[src/rtl/vend_dispenser_pkg.sv]
// Shared types and constants for the vend dispenser: FSM state encoding,
// counter widths and the saturating stock adder.
package vend_dispenser_pkg;

    typedef enum logic [1:0] {
        IDLE   = 2'd0,
        RUN    = 2'd1,
        SETTLE = 2'd2
    } state_e;

    localparam int STOCK_W  = 4;
    localparam int PEND_W   = 2;
    localparam int PEND_MAX = 3;
    localparam int TIMER_W  = 4;

    localparam logic [STOCK_W-1:0] STOCK_MAX = 4'd15;

    // One extra bit keeps the carry so the clamp sees the true sum.
    function automatic logic [STOCK_W-1:0] stock_sat_add(
        input logic [STOCK_W-1:0] a,
        input logic [STOCK_W-1:0] b
    );
        logic [STOCK_W:0] sum;
        sum = {1'b0, a} + {1'b0, b};
        return (sum > {1'b0, STOCK_MAX}) ? STOCK_MAX : sum[STOCK_W-1:0];
    endfunction

endpackage

[src/rtl/vend_dispenser.sv]
// Dispense controller: queues up to three accepted requests, runs the motor
// for MOTOR_CYCLES per item, then settles one cycle and retires the item.
module vend_dispenser
    import vend_dispenser_pkg::*;
#(
    parameter int STOCK_INIT   = 8,
    parameter int MOTOR_CYCLES = 4
) (
    input  logic               clk,
    input  logic               reset,
    input  logic               io_valid,
    input  logic               io_restock,
    input  logic [STOCK_W-1:0] io_restock_count,
    output logic               io_motor,
    output logic               io_done,
    output logic               io_refund,
    output logic               io_empty,
    output logic [STOCK_W-1:0] io_stock,
    output logic [PEND_W-1:0]  io_pending
);

    state_e               r_state;
    logic [TIMER_W-1:0]   r_timer;
    logic [PEND_W-1:0]    r_pending;
    logic [STOCK_W-1:0]   r_stock;
    logic                 r_motor;

    state_e               w_state_nxt;
    logic                 w_room;
    logic                 w_accept;
    logic                 w_settle;
    logic                 w_restock;

    // Acceptance uses the registered (pre-settle, pre-restock) counters.
    assign w_room    = (r_pending < PEND_W'(PEND_MAX)) &&
                       ({{(STOCK_W-PEND_W){1'b0}}, r_pending} < r_stock);
    assign w_accept  = io_valid && !reset && w_room;
    assign w_settle  = (r_state == SETTLE);
    assign w_restock = io_restock && (r_state == IDLE) && (r_pending == '0);

    always_comb begin
        w_state_nxt = r_state;
        case (r_state)
            IDLE:    if (r_pending != '0) w_state_nxt = RUN;
            RUN:     if (r_timer == '0)   w_state_nxt = SETTLE;
            SETTLE:  w_state_nxt = IDLE;
            default: w_state_nxt = IDLE;
        endcase
    end

    always_ff @(posedge clk) begin
        if (reset) begin
            r_state   <= IDLE;
            r_timer   <= '0;
            r_pending <= '0;
            r_stock   <= STOCK_W'(STOCK_INIT);
            r_motor   <= 1'b0;
        end else begin
            r_state <= w_state_nxt;
            r_motor <= (w_state_nxt == RUN);

            if (r_state == IDLE && r_pending != '0)
                r_timer <= TIMER_W'(MOTOR_CYCLES - 1);
            else if (r_state == RUN && r_timer != '0)
                r_timer <= r_timer - 1'b1;

            // Accept and settle in the same cycle cancel out.
            r_pending <= r_pending + PEND_W'(w_accept) - PEND_W'(w_settle);

            // Restock needs IDLE, so it can never collide with a settle.
            if (w_settle)
                r_stock <= r_stock - 1'b1;
            else if (w_restock)
                r_stock <= stock_sat_add(r_stock, io_restock_count);
        end
    end

    assign io_motor   = r_motor;
    assign io_done    = w_settle;
    assign io_refund  = io_valid && !reset && !w_room;
    assign io_empty   = (r_stock == '0);
    assign io_stock   = r_stock;
    assign io_pending = r_pending;

endmodule
[config.mk]
export PLATFORM = sky130hd
export DESIGN_NAME = vend_dispenser
export DESIGN_NICKNAME = d
export VERILOG_FILES = /design/src/rtl/vend_dispenser_pkg.sv /design/src/rtl/vend_dispenser.sv
export SDC_FILE = /design/constraint.sdc
export NUM_CORES = 1
export LEC_CHECK = 0
export CORE_MARGIN = 4
export CORE_UTILIZATION = 25
export CTS_CLUSTER_SIZE = 14
export DETAILED_ROUTE_END_ITERATION = 12
export SLEW_MARGIN = 20
export SYNTH_ARGS = -nofsm -noshare
export SYNTH_HDL_FRONTEND = slang
export SYNTH_SLANG_ARGS = --single-unit
[constraint.sdc]
create_clock -name clk -period 4.9 [get_ports clk]
set_input_delay 0.735 -clock clk [delete_from_list [all_inputs] [get_ports clk]]
set_output_delay 0.735 -clock clk [all_outputs]
set_load 0.02 [all_outputs]
* After elaboration in Yosys (flattened, before gate mapping)
Index checks and enable logic that the tools add are counted.
Cells by class: $add $sub $neg 5, multipliers 0, div/mod/pow operators 0, order comparisons 3, eq/ne operators 3, shifts and indexed selects 0, muxes and demuxes 8, bitwise logic cells 0, reduce and logical (&&, ||, !) cells 19
Operator list (count):
- 4-bit 2-to-1 mux | 3
- 1-bit logical AND | 8
- 4-bit zero test | 2
- 2-bit 2-to-1 mux | 4
- 4-bit by 1-bit subtractor with 4-bit output, second input constant | 2
- 2-bit nonzero test | 3
- 4-bit by 4-bit adder with 5-bit output | 1
- 5-bit by 4-bit > comparator with 1-bit output, second input constant | 1
- 2-bit by 1-bit equality test with 1-bit output, second input constant | 2
- 2-bit zero test | 2
- 2-bit by 4-bit less-than comparator with 1-bit output | 1
- 2-bit case mux with 2 select lines | 1
- 4-bit nonzero test | 1
- 2-bit by 1-bit adder with 2-bit output | 1
- 2-bit equality test, second input constant | 1
- 1-bit zero test | 2
- 2-bit less-than comparator, second input constant | 1
- 2-bit OR reduction | 1
- 2-bit by 1-bit subtractor with 2-bit output | 1
Word-level totals: register bits 13, bits in latches 0, bits in writable memories 0, bits in read-only memories 0, input bits 8, output and inout port bits 10, word-level logic and storage cells 44, memories 0

* Logic depth before layout (Yosys ltp)
depth in word-level cells 5, mapped depth 12, gate-level depth less buffers 12

* Worst setup path before layout
OpenSTA, ideal clock, no wires.
path type flip-flop to flip-flop, from register r_stock[1] (netlist: io_stock[1]), to register r_pending[1] (netlist: io_pending[1]), setup time 0.115 ns, data arrival time 2.531 ns, required time 4.785 ns, path slack 2.254 ns, cell stages (with the launch flop) 13, path buffers 0, clock period less this slack 2.646 ns, cell sequence dfxtp_1 inv_1 ha_1 nor3b_1 o21ai_0 o31ai_1 or3b_2 ha_1 inv_1 ha_1 xor2_1 xnor2_1 nor2_1
On the way: cells in the longest elaborated chain, start to end 5
Ends and longest elaborated chain:
- start, declared | RTL line vend_dispenser.sv:25 | logic [STOCK_W-1:0] r_stock;
- start signal, assigned | RTL line vend_dispenser.sv:56 | r_stock <= STOCK_W'(STOCK_INIT);
- start signal, assigned | RTL line vend_dispenser.sv:72 | r_stock <= r_stock - 1'b1;
- start signal, assigned | RTL line vend_dispenser.sv:74 | r_stock <= stock_sat_add(r_stock, io_restock_count);
- 2-bit by 4-bit less-than comparator with 1-bit output | RTL line vend_dispenser.sv:36 | ({{(STOCK_W-PEND_W){1'b0}}, r_pending} < r_stock);
- 1-bit logical AND | RTL line vend_dispenser.sv:35 | assign w_room = (r_pending < PEND_W'(PEND_MAX)) &&
- 1-bit logical AND | RTL line vend_dispenser.sv:37 | assign w_accept = io_valid && !reset && w_room;
- 2-bit by 1-bit adder with 2-bit output | RTL line vend_dispenser.sv:68 | r_pending <= r_pending + PEND_W'(w_accept) - PEND_W'(w_settle);
- 2-bit by 1-bit subtractor with 2-bit output | RTL line vend_dispenser.sv:68
- end signal, assigned | RTL line vend_dispenser.sv:68
- end, declared | RTL line vend_dispenser.sv:24 | logic [PEND_W-1:0] r_pending;
Every way passes these cells. A chain may end at the register's enable or synchronous reset.

* Final worst setup path
from input reset, to output io_refund
On the way: cells in the longest elaborated chain, start to end 3
Ends and longest elaborated chain:
- start, declared | RTL line vend_dispenser.sv:10 | input logic reset,
- 1-bit zero test | RTL line vend_dispenser.sv:80 | assign io_refund = io_valid && !reset && !w_room;
- 1-bit logical AND (2 in series) | RTL line vend_dispenser.sv:80
- end, declared | RTL line vend_dispenser.sv:16 | output logic io_refund,
Every way passes these cells.

==> impl_metrics.yaml <==
layout:
  final_util_pct: 33.0
  diodes: 0
  drive_gt1_share_pct: 8.62
  nNetsFinal: 136
  n_fill_cell: 362
  area_growth_pct: 28.1
detailed_routing:
  drt_iter0_drc: 49
  dr.pass1.iters: 4
  vias: 772
  wirelength_mm: 2.00
  routed_wire_length_per_instance_microns: 12.3
  drc: 0
  viasPerCell: 4.77
  ant_nets: 0
clock_tree:
  cts_made_buffers: 3
  post_cts.repair.setup_buffers: 0
  clkTransAtPathRegs_ns: 0.08
  ctsResizeCount: 0
  cts_hold_buf: 0
  clk_latency_ns: 0.27
  cts.sinks: 13
  h-tree-depth: 1
  root_buffer: "clkbuf_4"
  clockBufferDepth: 2
  cts_tree: "yes"
timing:
  setup_violations: 0
  fin_tns_setup_ns: 0
  min_period_over_period_pct: 62.7
  worst_slew_pin_slew_ns: 0.618
  final-max-slew-violation-count: 0
  maxSlewHeadroom_pct: 58.7
  finClkSkew_ns: 0.00405
  rsz0062_at_grt: "no"
  hold_violations: 0
  final.min_clock_period_ns: 3.07
  fmax_mhz: 325
yosys:
  synth_warnings: 0
  synth_compound_area_share_pct: 18.5
  synth_top_family_by_area: "simple AND/OR/NAND/NOR gates"
  synth_xor_area_share_pct: 4.08
  synth_area_leaders: "dfxtp_1, ha_1, inv_1, a21oi_1, nor3_1"
  syn_area_sq_um: 860
  syn-instance-count: 97
  synth_fa_ha_area_share_pct: 16.9
  synth_seq_cells: 13
  synth_cell_types: 36
  synthMuxAreaShare_pct: 0
  synth.top_cell.area_share_pct: 30.3
  syn_area_per_cell_sq_um: 8.86
  yosysSeqAreaShare_pct: 30.3
  syn_nets: 116
  yosys.area_share.simple_pct: 23.6
  yosysTopAreaCell: "dfxtp_1"
die:
  core_sq_mm: 0.00334
  dieArea_sq_mm: 0.00444
  die_w_microns: 66.6
  placementRows: 21
  io_pins: 18
  die_h_microns: 66.6
  start_util_pct: 25.8
run_status:
  status: "finished, final reports clean"
worst_setup_path:
  crit_slowest_cell: "clkdlybuf4s50_1"
  worst_setup_path_end_kind: "output port"
  critical-path-max-stage-delay_ns: 0.77
  setup.worst_path.class: "in2out"
  critical-path-top-delay-family: "buffers and inverters"
  cp_common_cell: "clkdlybuf4s50_1"
  cp.arrival_ns: 2.34
  path_cells: "clkdlybuf4s50_1 > inv_1 > and3_1 > clkdlybuf4s50_1"
  cp.depth: 4
  r2r_cells: 12
  startpoint_type: "input pin"
  crit_fanout: 14
  cp_data_required_time_ns: 4.16
  crit_buf_inv: 3
global_routing:
  gr-usage-all-layers_pct: 10.6
  first_global_vias: 802
  overflow: 0
  grt_max_degree: 15
  antenna_found_initial: 0
  grt_pass1_wl_mm: 3.60
place:
  port_buffers: 17
  gp_congestion: 0.803
  hpwl_mm: 1.52
pwr:
  ir_worst_vdd_mv: 0.131
  p_per_area_mw_per_mm2: 517
  power_leakage_uw: 0.000447
run:
  timing.max_cap.violations: 0
hold_path:
  hold-path-cell-count: 1
  min_path_type: "reg2reg"
through the flow:
stage | hold slack, ns | power (uW) | worst slack, ns | instances | cell area [sq um]
after floorplan | 0.461 | 397 | 2.25 | 97 | 860
after global placement | 0.484 | 489 | 1.85 | 158 | 1070
after detailed placement | 0.490 | 501 | 1.83 | 158 | 1070
after CTS | 0.504 | 573 | 1.81 | 162 | 1100
after global routing | 0.547 | 623 | 1.71 | 162 | 1100
final | 0.503 | 569 | 1.83 | 162 | 1100
state kept, by name (all words and copies together), names as in the netlist:
register    count
io_motor        1
io_pending      2
io_stock        4
r_state         2
r_timer         4
area by class of cell:
class,count,area (sq um),share of cell area (%)
Sequential cell,13,260,23.6
Timing Repair Buffer,17,170,15.5
Tap cell,46,57.6,5.23
Inverter,12,45.0,4.09
Multi-Input combinational cell,70,542,49.2
Clock buffer,4,26.3,2.39
cells in the final DEF (no fill, tap or decap), types with 2 or more instances in the layout:
master and n:
a21o_1 2, a21oi_1 6, clkbuf_4 3, clkdlybuf4s50_1 17
dfxtp_1 13, ha_1 10, inv_1 12, nand2_1 3
nand3_1 3, nor2_1 5, nor2b_1 4, nor3_1 6
nor3b_1 3, o21ai_0 4, xor2_1 3
cells by family after synthesis:
group	count (synthesis)
buffers and inverters	14
xor gates and xnor gates	4
DFF	13
AOI/OAI and AO/OA	23
adders and majority gates	11
and+or+nand+nor	32
routing by layer:
layer  vias up  wire length (microns)  part of all wire (%)  track usage, %
met5         -                      0                     0               0
met4         0                     13                  0.65            3.30
met3         2                    100                   5.0            4.89
met2        15                    912                    46            16.6
met1       373                    969                    49            12.7
li1        382                      -                     -               -
final timing paths:
| check | start | to | slack, ns |
|---|---|---|---|
| max | reset | io_refund | 1.83 |
| min reg2reg | r_timer[0] | r_timer[0] | 0.50 |
| min | r_timer[0] | r_timer[0] | 0.50 |
| max reg2reg | io_stock[1] | io_pending[1] | 2.19 |
power breakdown:
part           switching, uW  total [uW]  internal (uW)  leakage [uW]
registers               49.6         191            141      0.000107
logic                    161         310            149      0.000325
clock network           36.4        68.0           31.5     0.0000150
worst register-to-register path, cell delays in order, from the launching register on:
cell and delay, ns:
dfxtp_1 0.41, inv_1 0.13, ha_1 0.33, nor3b_1 0.14
o21ai_0 0.15, o31ai_1 0.10, or3b_2 0.45, ha_1 0.28
inv_1 0.04, ha_1 0.18, xor2_1 0.18, xnor2_1 0.15
nor2_1 0.05
synth_stat cells:
cell type and instances:
o21ai_0 4, and4_1 1, a31o_1 1, fa_1 1, o31ai_1 1, inv_1 12
xnor2_1 1, a21oi_1 6, or3b_4 1, nand3_1 3, a211oi_1 1, dfxtp_1 13
xor2_1 3, o211ai_1 1, o311a_1 1, o311ai_1 1, nor3_1 6, a22oi_1 1
o221a_2 1, nand2_1 3, buf_4 1, or3b_1 1, a21bo_2 1, ha_1 10
nand2b_1 1, and3_1 1, buf_2 1, a21o_1 2, nor2b_1 4, nor3b_1 3
a21oi_2 1, nor2_1 5, nor4_4 1, a31oi_1 1, and2_4 1, or3b_2 1
Power figures use the tool's default switching activity.
